`config.mk`:
```
export PLATFORM = sky130hd
export DESIGN_NAME = pipeline_ctrl
export DESIGN_NICKNAME = d
export VERILOG_FILES = /design/src/rtl/pipe_ctrl_pkg.sv /design/src/rtl/hazard_detect.sv /design/src/rtl/pipeline_ctrl.sv
export SDC_FILE = /design/constraint.sdc
export NUM_CORES = 1
export LEC_CHECK = 0
export CAP_MARGIN = 20
export CORE_ASPECT_RATIO = 1.1
export CORE_MARGIN = 4
export CORE_UTILIZATION = 54
export CTS_CLUSTER_SIZE = 25
export DETAILED_ROUTE_END_ITERATION = 8
export HOLD_SLACK_MARGIN = 0.15
export PLACE_DENSITY_LB_ADDON = 0.2
export SETUP_SLACK_MARGIN = 0.2
export SLEW_MARGIN = 15
export SYNTH_ARGS = -nofsm -noshare
export SYNTH_HDL_FRONTEND = slang
export SYNTH_SLANG_ARGS = --single-unit
```
`constraint.sdc`:
```
create_clock -name clkIn -period 4.9 [get_ports clkIn]
set_clock_uncertainty 0.15 [all_clocks]
set_input_delay 0.735 -clock clkIn [delete_from_list [all_inputs] [get_ports clkIn]]
set_output_delay 0.735 -clock clkIn [all_outputs]
set_load 0.01 [all_outputs]
```
`src/rtl/pipe_ctrl_pkg.sv`:
```
// Shared types and constants for the pipeline hazard/stall controller.
// Imported by pipeline_ctrl and hazard_detect.
package pipe_ctrl_pkg;

   typedef enum logic [1:0] {
      ST_RUN,
      ST_MEMWAIT,
      ST_DRAIN,
      ST_HALTED
   } state_e;

   localparam int unsigned DRAIN_CYCLES = 3;
   localparam int unsigned MEM_TIMEOUT  = 255;
   localparam int unsigned STALL_CNT_W  = 16;

   localparam int unsigned WAIT_CNT_W   = 8;
   localparam int unsigned DRAIN_CNT_W  = 2;
   localparam int unsigned REG_ADDR_W   = 5;

endpackage

```
`src/rtl/hazard_detect.sv`:
```
// Load-use hazard detection between the IDEX load and the IFID sources.
// Purely combinational.
module hazard_detect
   import pipe_ctrl_pkg::*;
(
   input  logic                  mem_read_i,
   input  logic [REG_ADDR_W-1:0] rd_i,
   input  logic [REG_ADDR_W-1:0] rs1_i,
   input  logic [REG_ADDR_W-1:0] rs2_i,
   output logic                  hazard_o
);

   // x0 never carries a dependency
   assign hazard_o = mem_read_i
                   && (rd_i != '0)
                   && ((rd_i == rs1_i) || (rd_i == rs2_i));

endmodule

```
`src/rtl/pipeline_ctrl.sv`:
```
// Pipeline control: stall, flush, freeze and halt sequencing.
// Control outputs are Mealy (state plus current inputs).
module pipeline_ctrl
   import pipe_ctrl_pkg::*;
(
   input  logic                   clkIn,
   input  logic                   resetIn,
   input  logic                   idexMemReadIn,
   input  logic [REG_ADDR_W-1:0]  idexRdIn,
   input  logic [REG_ADDR_W-1:0]  ifidRs1In,
   input  logic [REG_ADDR_W-1:0]  ifidRs2In,
   input  logic                   branchTakenIn,
   input  logic                   memReqIn,
   input  logic                   memReadyIn,
   input  logic                   haltIn,
   input  logic                   resumeIn,
   output logic                   pcWriteEnOut,
   output logic                   ifidWriteEnOut,
   output logic                   ifidFlushOut,
   output logic                   idexFlushOut,
   output logic                   freezeOut,
   output logic                   haltedOut,
   output logic                   memTimeoutOut,
   output logic [STALL_CNT_W-1:0] stallCntOut
);

   localparam logic [WAIT_CNT_W-1:0] WAIT_MAX =
      WAIT_CNT_W'(MEM_TIMEOUT);
   localparam logic [WAIT_CNT_W-1:0] WAIT_PRE =
      WAIT_CNT_W'(MEM_TIMEOUT - 1);
   localparam logic [DRAIN_CNT_W-1:0] DRAIN_LD =
      DRAIN_CNT_W'(DRAIN_CYCLES);

   state_e                   state_q, state_d;
   logic [DRAIN_CNT_W-1:0]   drain_q, drain_d;
   logic [WAIT_CNT_W-1:0]    wait_q, wait_d;
   logic                     tmo_q, tmo_d;
   logic [STALL_CNT_W-1:0]   stall_q, stall_d;

   logic hazard;
   logic mem_wait;
   logic run_dec;
   logic tmo_hit;
   logic bubble;
   logic pc_we, ifid_we, ifid_fl, idex_fl, frz;

   hazard_detect u_hazard (
      .mem_read_i (idexMemReadIn),
      .rd_i       (idexRdIn),
      .rs1_i      (ifidRs1In),
      .rs2_i      (ifidRs2In),
      .hazard_o   (hazard)
   );

   assign mem_wait = memReqIn & ~memReadyIn;

   always_comb begin
      state_d = state_q;
      drain_d = drain_q;
      wait_d  = wait_q;
      run_dec = 1'b0;
      tmo_hit = 1'b0;
      bubble  = 1'b0;
      pc_we   = 1'b0;
      ifid_we = 1'b0;
      ifid_fl = 1'b0;
      idex_fl = 1'b0;
      frz     = 1'b0;

      unique case (state_q)
         ST_RUN: run_dec = 1'b1;
         ST_MEMWAIT: begin
            if (!memReadyIn) begin
               frz = 1'b1;
               if (wait_q != WAIT_MAX) wait_d = wait_q + 1'b1;
               if (wait_q >= WAIT_PRE) tmo_hit = 1'b1;
            end else begin
               run_dec = 1'b1;
            end
         end
         ST_DRAIN: begin
            if (mem_wait) begin
               frz = 1'b1;
            end else begin
               idex_fl = 1'b1;
               bubble  = hazard;
               drain_d = drain_q - 1'b1;
               if (drain_q == DRAIN_CNT_W'(1)) state_d = ST_HALTED;
            end
         end
         ST_HALTED: begin
            if (resumeIn) state_d = ST_RUN;
         end
      endcase

      // Released MEMWAIT decodes exactly like RUN
      if (run_dec) begin
         state_d = ST_RUN;
         if (mem_wait) begin
            frz     = 1'b1;
            state_d = ST_MEMWAIT;
            wait_d  = WAIT_CNT_W'(1);
         end else if (branchTakenIn) begin
            pc_we   = 1'b1;
            ifid_we = 1'b1;
            ifid_fl = 1'b1;
            idex_fl = 1'b1;
         end else if (hazard) begin
            idex_fl = 1'b1;
            bubble  = 1'b1;
         end else if (haltIn) begin
            idex_fl = 1'b1;
            drain_d = DRAIN_LD;
            state_d = ST_DRAIN;
         end else begin
            pc_we   = 1'b1;
            ifid_we = 1'b1;
         end
      end

      tmo_d   = tmo_q | tmo_hit;
      stall_d = (frz | bubble) ? stall_q + 1'b1 : stall_q;
   end

   always_ff @(posedge clkIn or negedge resetIn) begin
      if (!resetIn) begin
         state_q <= ST_RUN;
         drain_q <= '0;
         wait_q  <= '0;
         tmo_q   <= 1'b0;
         stall_q <= '0;
      end else begin
         state_q <= state_d;
         drain_q <= drain_d;
         wait_q  <= wait_d;
         tmo_q   <= tmo_d;
         stall_q <= stall_d;
      end
   end

   // Reset forces a bubble into both front-end registers
   assign pcWriteEnOut   = resetIn & pc_we;
   assign ifidWriteEnOut = resetIn & ifid_we;
   assign ifidFlushOut   = ~resetIn | ifid_fl;
   assign idexFlushOut   = ~resetIn | idex_fl;
   assign freezeOut      = resetIn & frz;
   assign haltedOut      = (state_q == ST_HALTED);
   assign memTimeoutOut  = tmo_q | (resetIn & tmo_hit);
   assign stallCntOut    = stall_q;

endmodule

```
## After elaboration in Yosys (flattened, before gate mapping)

Index checks and enable logic that the tools add are counted.

- Reductions and logical operators: 7
- $lt $le $gt $ge: 1
- $add $sub $neg: 3
- Bitwise gates (word level): 11
- Equal/unequal tests: 10
- Multiplexer cells: 52

Operator list:

| operator | count |
|---|---|
| $mux W8 | 5 |
| $mux W2 | 15 |
| $mux W1 | 29 |
| $add A16 B1 Y16 const B | 1 |
| $eq A5 B5 Y1 | 2 |
| $add A8 B1 Y8 const B | 1 |
| $ge A8 B8 Y1 const B | 1 |
| $ne A8 B8 Y1 const B | 1 |
| $ne A3 B3 Y1 const B | 2 |
| $or A1 B1 Y1 | 5 |
| $reduce_bool A5 Y1 | 1 |
| $and A1 B1 Y1 | 4 |
| $eq A2 B1 Y1 const B | 2 |
| $eq A2 B2 Y1 const B | 2 |
| $pmux W1 S2 | 2 |
| $pmux W2 S2 | 1 |
| $reduce_and A4 Y1 | 1 |
| $ne A3 B2 Y1 const B | 1 |
| $reduce_bool A3 Y1 | 1 |
| $logic_and A1 B1 Y1 | 2 |
| $logic_not A2 Y1 | 1 |
| $not A1 Y1 | 2 |
| $sub A2 B1 Y2 const B | 1 |
| $logic_or A1 B1 Y1 | 1 |

- Register bits: 29
- Output and inout port bits: 23

## Logic depth before layout (Yosys ltp)

- Word-level depth: 10
- Mapped depth: 9
- Depth with buffers taken out: 7

## Cells and area by module

A second synthesis with hierarchy kept.

- Cell total of the unflattened synthesis: 188
- Area total of the unflattened synthesis: 1,790.5 um2

Modules (own cells, without submodules):

| module | sequential area each (um2) | area each (um2) | instances | cells each |
|---|---|---|---|---|
| pipeline_ctrl | 725.7 | 1,665.3 | 1 | 171 |
| hazard_detect | 0.0 | 125.1 | 1 | 17 |

## Worst setup path after synthesis

Ideal clock, no wire load.

- Path kind: input -> output
- Start point: in idexRdIn[0]
- End point: out pcWriteEnOut
- Data required time: 4.015 ns
- Cell stages on the path: 5
- Setup slack: 2.075 ns
- Arrival: 1.940 ns
- Cell sequence: or4_4 -> o21a_1 -> a21oi_1 -> o211a_1 -> buf_4

- Cells in the longest elaborated chain, start to end: 8
- Elaborated cells between the ends (all ways): 11
- Those cells by class: 2 x eq/ne; 4 x mux; 1 x bitwise; 4 x reduce/logical

RTL lines:

| item | line | text |
|---|---|---|
| start: declaration | pipeline_ctrl.sv:9 | `input logic [REG_ADDR_W-1:0] idexRdIn,` |
| $eq A5 B5 Y1 or $reduce_bool A5 Y1 (tied branches) | hazard_detect.sv:16, hazard_detect.sv:15 |  |
| $logic_or A1 B1 Y1 or $logic_and A1 B1 Y1 (tied branches) | hazard_detect.sv:16, hazard_detect.sv:15 |  |
| $logic_and A1 B1 Y1 (*) | hazard_detect.sv:16 | `&& ((rd_i == rs1_i) \|\| (rd_i == rs2_i));` |
| $mux W1 (*) (4 in series) | -- |  |
| $and A1 B1 Y1 (*) | -- |  |
| end: declaration | pipeline_ctrl.sv:17 | `output logic pcWriteEnOut,` |

Mark *: on every way between the ends. The rest lies on a longest branch, timed or not.

## Final worst setup path

- Start point: in idexRdIn[0]
- End point: out idexFlushOut

- Cells in the longest elaborated chain, start to end: 8
- Elaborated cells between the ends (all ways): 11
- Those cells by class: 2 x eq/ne; 4 x mux; 1 x bitwise; 4 x reduce/logical

RTL lines:

| item | line | text |
|---|---|---|
| $eq A5 B5 Y1 or $reduce_bool A5 Y1 (tied branches) | hazard_detect.sv:16, hazard_detect.sv:15 |  |
| $logic_or A1 B1 Y1 or $logic_and A1 B1 Y1 (tied branches) | hazard_detect.sv:16, hazard_detect.sv:15 |  |
| $logic_and A1 B1 Y1 (*) | hazard_detect.sv:16 |  |
| $mux W1 (*) | pipeline_ctrl.sv:108 | `end else if (hazard) begin` |
| $mux W1 (*) | pipeline_ctrl.sv:103 | `end else if (branchTakenIn) begin` |
| $mux W1 (*) | pipeline_ctrl.sv:99 | `if (mem_wait) begin` |
| $mux W1 (*) | pipeline_ctrl.sv:97 | `if (run_dec) begin` |
| $or A1 B1 Y1 (*) | pipeline_ctrl.sv:145 | `assign idexFlushOut = ~resetIn \| idex_fl;` |
| end: declaration | pipeline_ctrl.sv:20 | `output logic idexFlushOut,` |

Marked as above.

==> metrics.txt <==
router iterations before antenna repair 4; reg-to-reg endpoint stallCntOut[1]; Post-Syn Instances 229; Crit Path Class in2out; r2r worst-path depth 7; post-synth top area share 35.94%; hold_sp stallCntOut[15]; Initial DRC Count 121; Initial Util 55.69%; CP Launch Type input pin; wire length of the first global-routing pass 8894 um; most common cell in the netlist dfrtp_1; initial antenna violation count 0; Ant. Diodes 0; total track usage 23.56%; synthesized cell area 2019 um2; most used flip-flop cell after synthesis dfrtp_1; Crit Path Max Fanout 4; Reg2Reg Launch Point state_q[0]; DRC errors left 0; Synth Area in XOR/XNOR 11.71%; Total Wirelength 5246 um; Hold EP stallCntOut[15]; DIE HEIGHT 72.14 um; area grow syn2layout 29.62%; CTS clk-pin slew, worst paths 0.07 ns; PortBufs 45; wire length per cell 15.95 um; cts repair resizes 0; pin count of the biggest net entering global routing 24; worst setup margin 1.130 ns; Synthesis Warnings 0; Clock Path Buffers 2; CTS tree yes; flops & latches, synth 29; P_leak 0.001016 uW; async set-reset flop share out of synthesis 100.0%; fin nets 309; Least-Margin Pin Slew 0.7254 ns; Final HPWL DP 3858 um; Ports 46; dominant combinational cell family by area after synthesis simple AND/OR/NAND/NOR gates; crit end category output pin; max_slew headroom 51.49%; ranking of synthesized cells by area dfrtp_1 (36%), xnor2_1 (11%), ha_1 (5.0%); Synth Net Count 260; Final Setup Violations 0; worst-skew pair later-pin latency 0.29 ns; worst min path class reg2reg; Routed Antenna Nets 0; Post-CTS Setup Bufs 0; RSZ-0062 raised after global routing false; total gr overflow 0; Yosys top cell by area dfrtp_1; final-report max-slew violation count 0; crit path DAT 2.89 ns; Sink Count 29; pre-CTS setup slack 1.136 ns; Core ar. 3626 um2; hold bufs inserted after CTS 0; pwr dens 409.8 nW/um2; final RePlAce weighted congestion 0.8088; Rows 23; Via density 5.945; Period minus WS final 3.770 ns; number of flops mapped to enable cells by yosys 0; share of layout cells above drive strength 1 7.885%; die span in x 66.31 um; vias in the first global route 1,915; total number of vias 1,956; Design Area, Final 2618 um2; final hold vios 0; Max-Cap Viols 0; CTS buffer count 5; WP data required 4.01 ns; synthesized-area fraction occupied by adder cells 4.957%; H-tree depth 2; Placed Area 2531 um2; VDD IR-drop max 0.2996 mV; Synth cell types 46; Seq/Total Area, Yosys 35.94%; Die Area 4783 um2; fmax 0.2652 GHz; compound-cell area share of the yosys netlist 19.08%; r2r setup slk 2.50 ns; multiplexer share of the synthesized area 1.611%; simple-gate share of the synthesized area 22.92%; Root Buffer clkbuf_8; status finished clean; Avg Inst Size Synth 8.819 um2; synth cell count leaders dfrtp_1 (29), xnor2_1 (26), nand2_1 (18); period utilisation layout 76.94%; hold path cells 1; total negative slack 0 ns
==> state kept, by name, summed over array words and instances, names as in the netlist <==
register     flops
wait_q           8
state_q          2
tmo_q            1
drain_q          2
stallCntOut     16
==> how the worst max path moves through the flow <==
| stage | startpoint | to | slack, ns | cells past startpoint |
|---|---|---|---|---|
| finish | idexRdIn[0] | idexFlushOut | 1.13 | 6 |
| global route | idexRdIn[0] | idexFlushOut | 1.02 | 6 |
| CTS | idexRdIn[0] | idexFlushOut | 1.12 | 6 |
| detailed placement | idexRdIn[0] | idexFlushOut | 1.14 | 6 |
| global placement | idexRdIn[0] | idexFlushOut | 1.18 | 6 |
| floorplan | idexRdIn[0] | pcWriteEnOut | 2.08 | 5 |
==> logic make-up after synthesis <==
| family | after synthesis |
|---|---|
| AND/OR/NAND/NOR | 91 |
| buffers and inverters | 19 |
| AO/OA/AOI/OAI | 52 |
| flip-flops | 29 |
| adder cells (fa/ha/maj) | 8 |
| XOR/XNOR | 27 |
| multiplexers | 3 |
==> final cells by class <==
type / instances / area, um2
Clock buffer: 5 / 68.82
Clock inverter: 3 / 17.52
Fill cell: 311 / 1008
Inverter: 12 / 45.04
Multi-Input combinational cell: 181 / 1217
Sequential cell: 29 / 725.7
Tap cell: 50 / 62.56
Timing Repair Buffer: 49 / 480.5
==> worst max-delay path, stage by stage <==
cell,delay [ns]
clkdlybuf4s50_1,0.47
or4_4,0.58
o21a_1,0.23
a211oi_1,0.23
o211ai_1,0.11
clkdlybuf4s50_1,0.53
==> layout by cell type, fill, tap and decap left out, types with 8 or more instances in the layout <==
master and count:
clkdlybuf4s50_1 45, xnor2_1 26, nor4_1 10, a31oi_1 10
ha_1 8, nor3_1 14, dfrtp_1 29, nor2_1 17
a21oi_1 10, nand3_1 17, nand2_1 18, inv_1 12
==> metal layers <==
layer / vias up / global-route usage [%] / wire [um]
li1: 934 / - / -
met1: 945 / 27.83 / 2097
met2: 68 / 41.79 / 2790
met3: 9 / 4.644 / 265
met4: 0 / 8.804 / 93
met5: - / 0 / 0
==> per-stage QoR <==
| step | utilization [%] | power (uW) | hold slack [ns] | std cells |
|---|---|---|---|---|
| 6_report | 72.19 | 1073 | 0.3418 | 329 |
| 5_1_grt | 72.19 | 1148 | 0.3412 | 329 |
| 4_1_cts | 72.19 | 1074 | 0.3328 | 329 |
| 3_5_place_dp | 69.81 | 875.2 | 0.3236 | 321 |
| 3_3_place_gp | 69.81 | 855.9 | 0.3132 | 321 |
| 2_1_floorplan | - | 689.4 | 0.2894 | 229 |
==> report_power, final <==
| group | internal, uW | leakage, uW | switching, uW |
|---|---|---|---|
| clock | 97.8 | 0.0000439 | 98.2 |
| combinational | 229 | 0.000591 | 282 |
| sequential | 294 | 0.000382 | 70.8 |
| total | 621 | 0.00102 | 451 |
(Power assumes the default switching activity.)
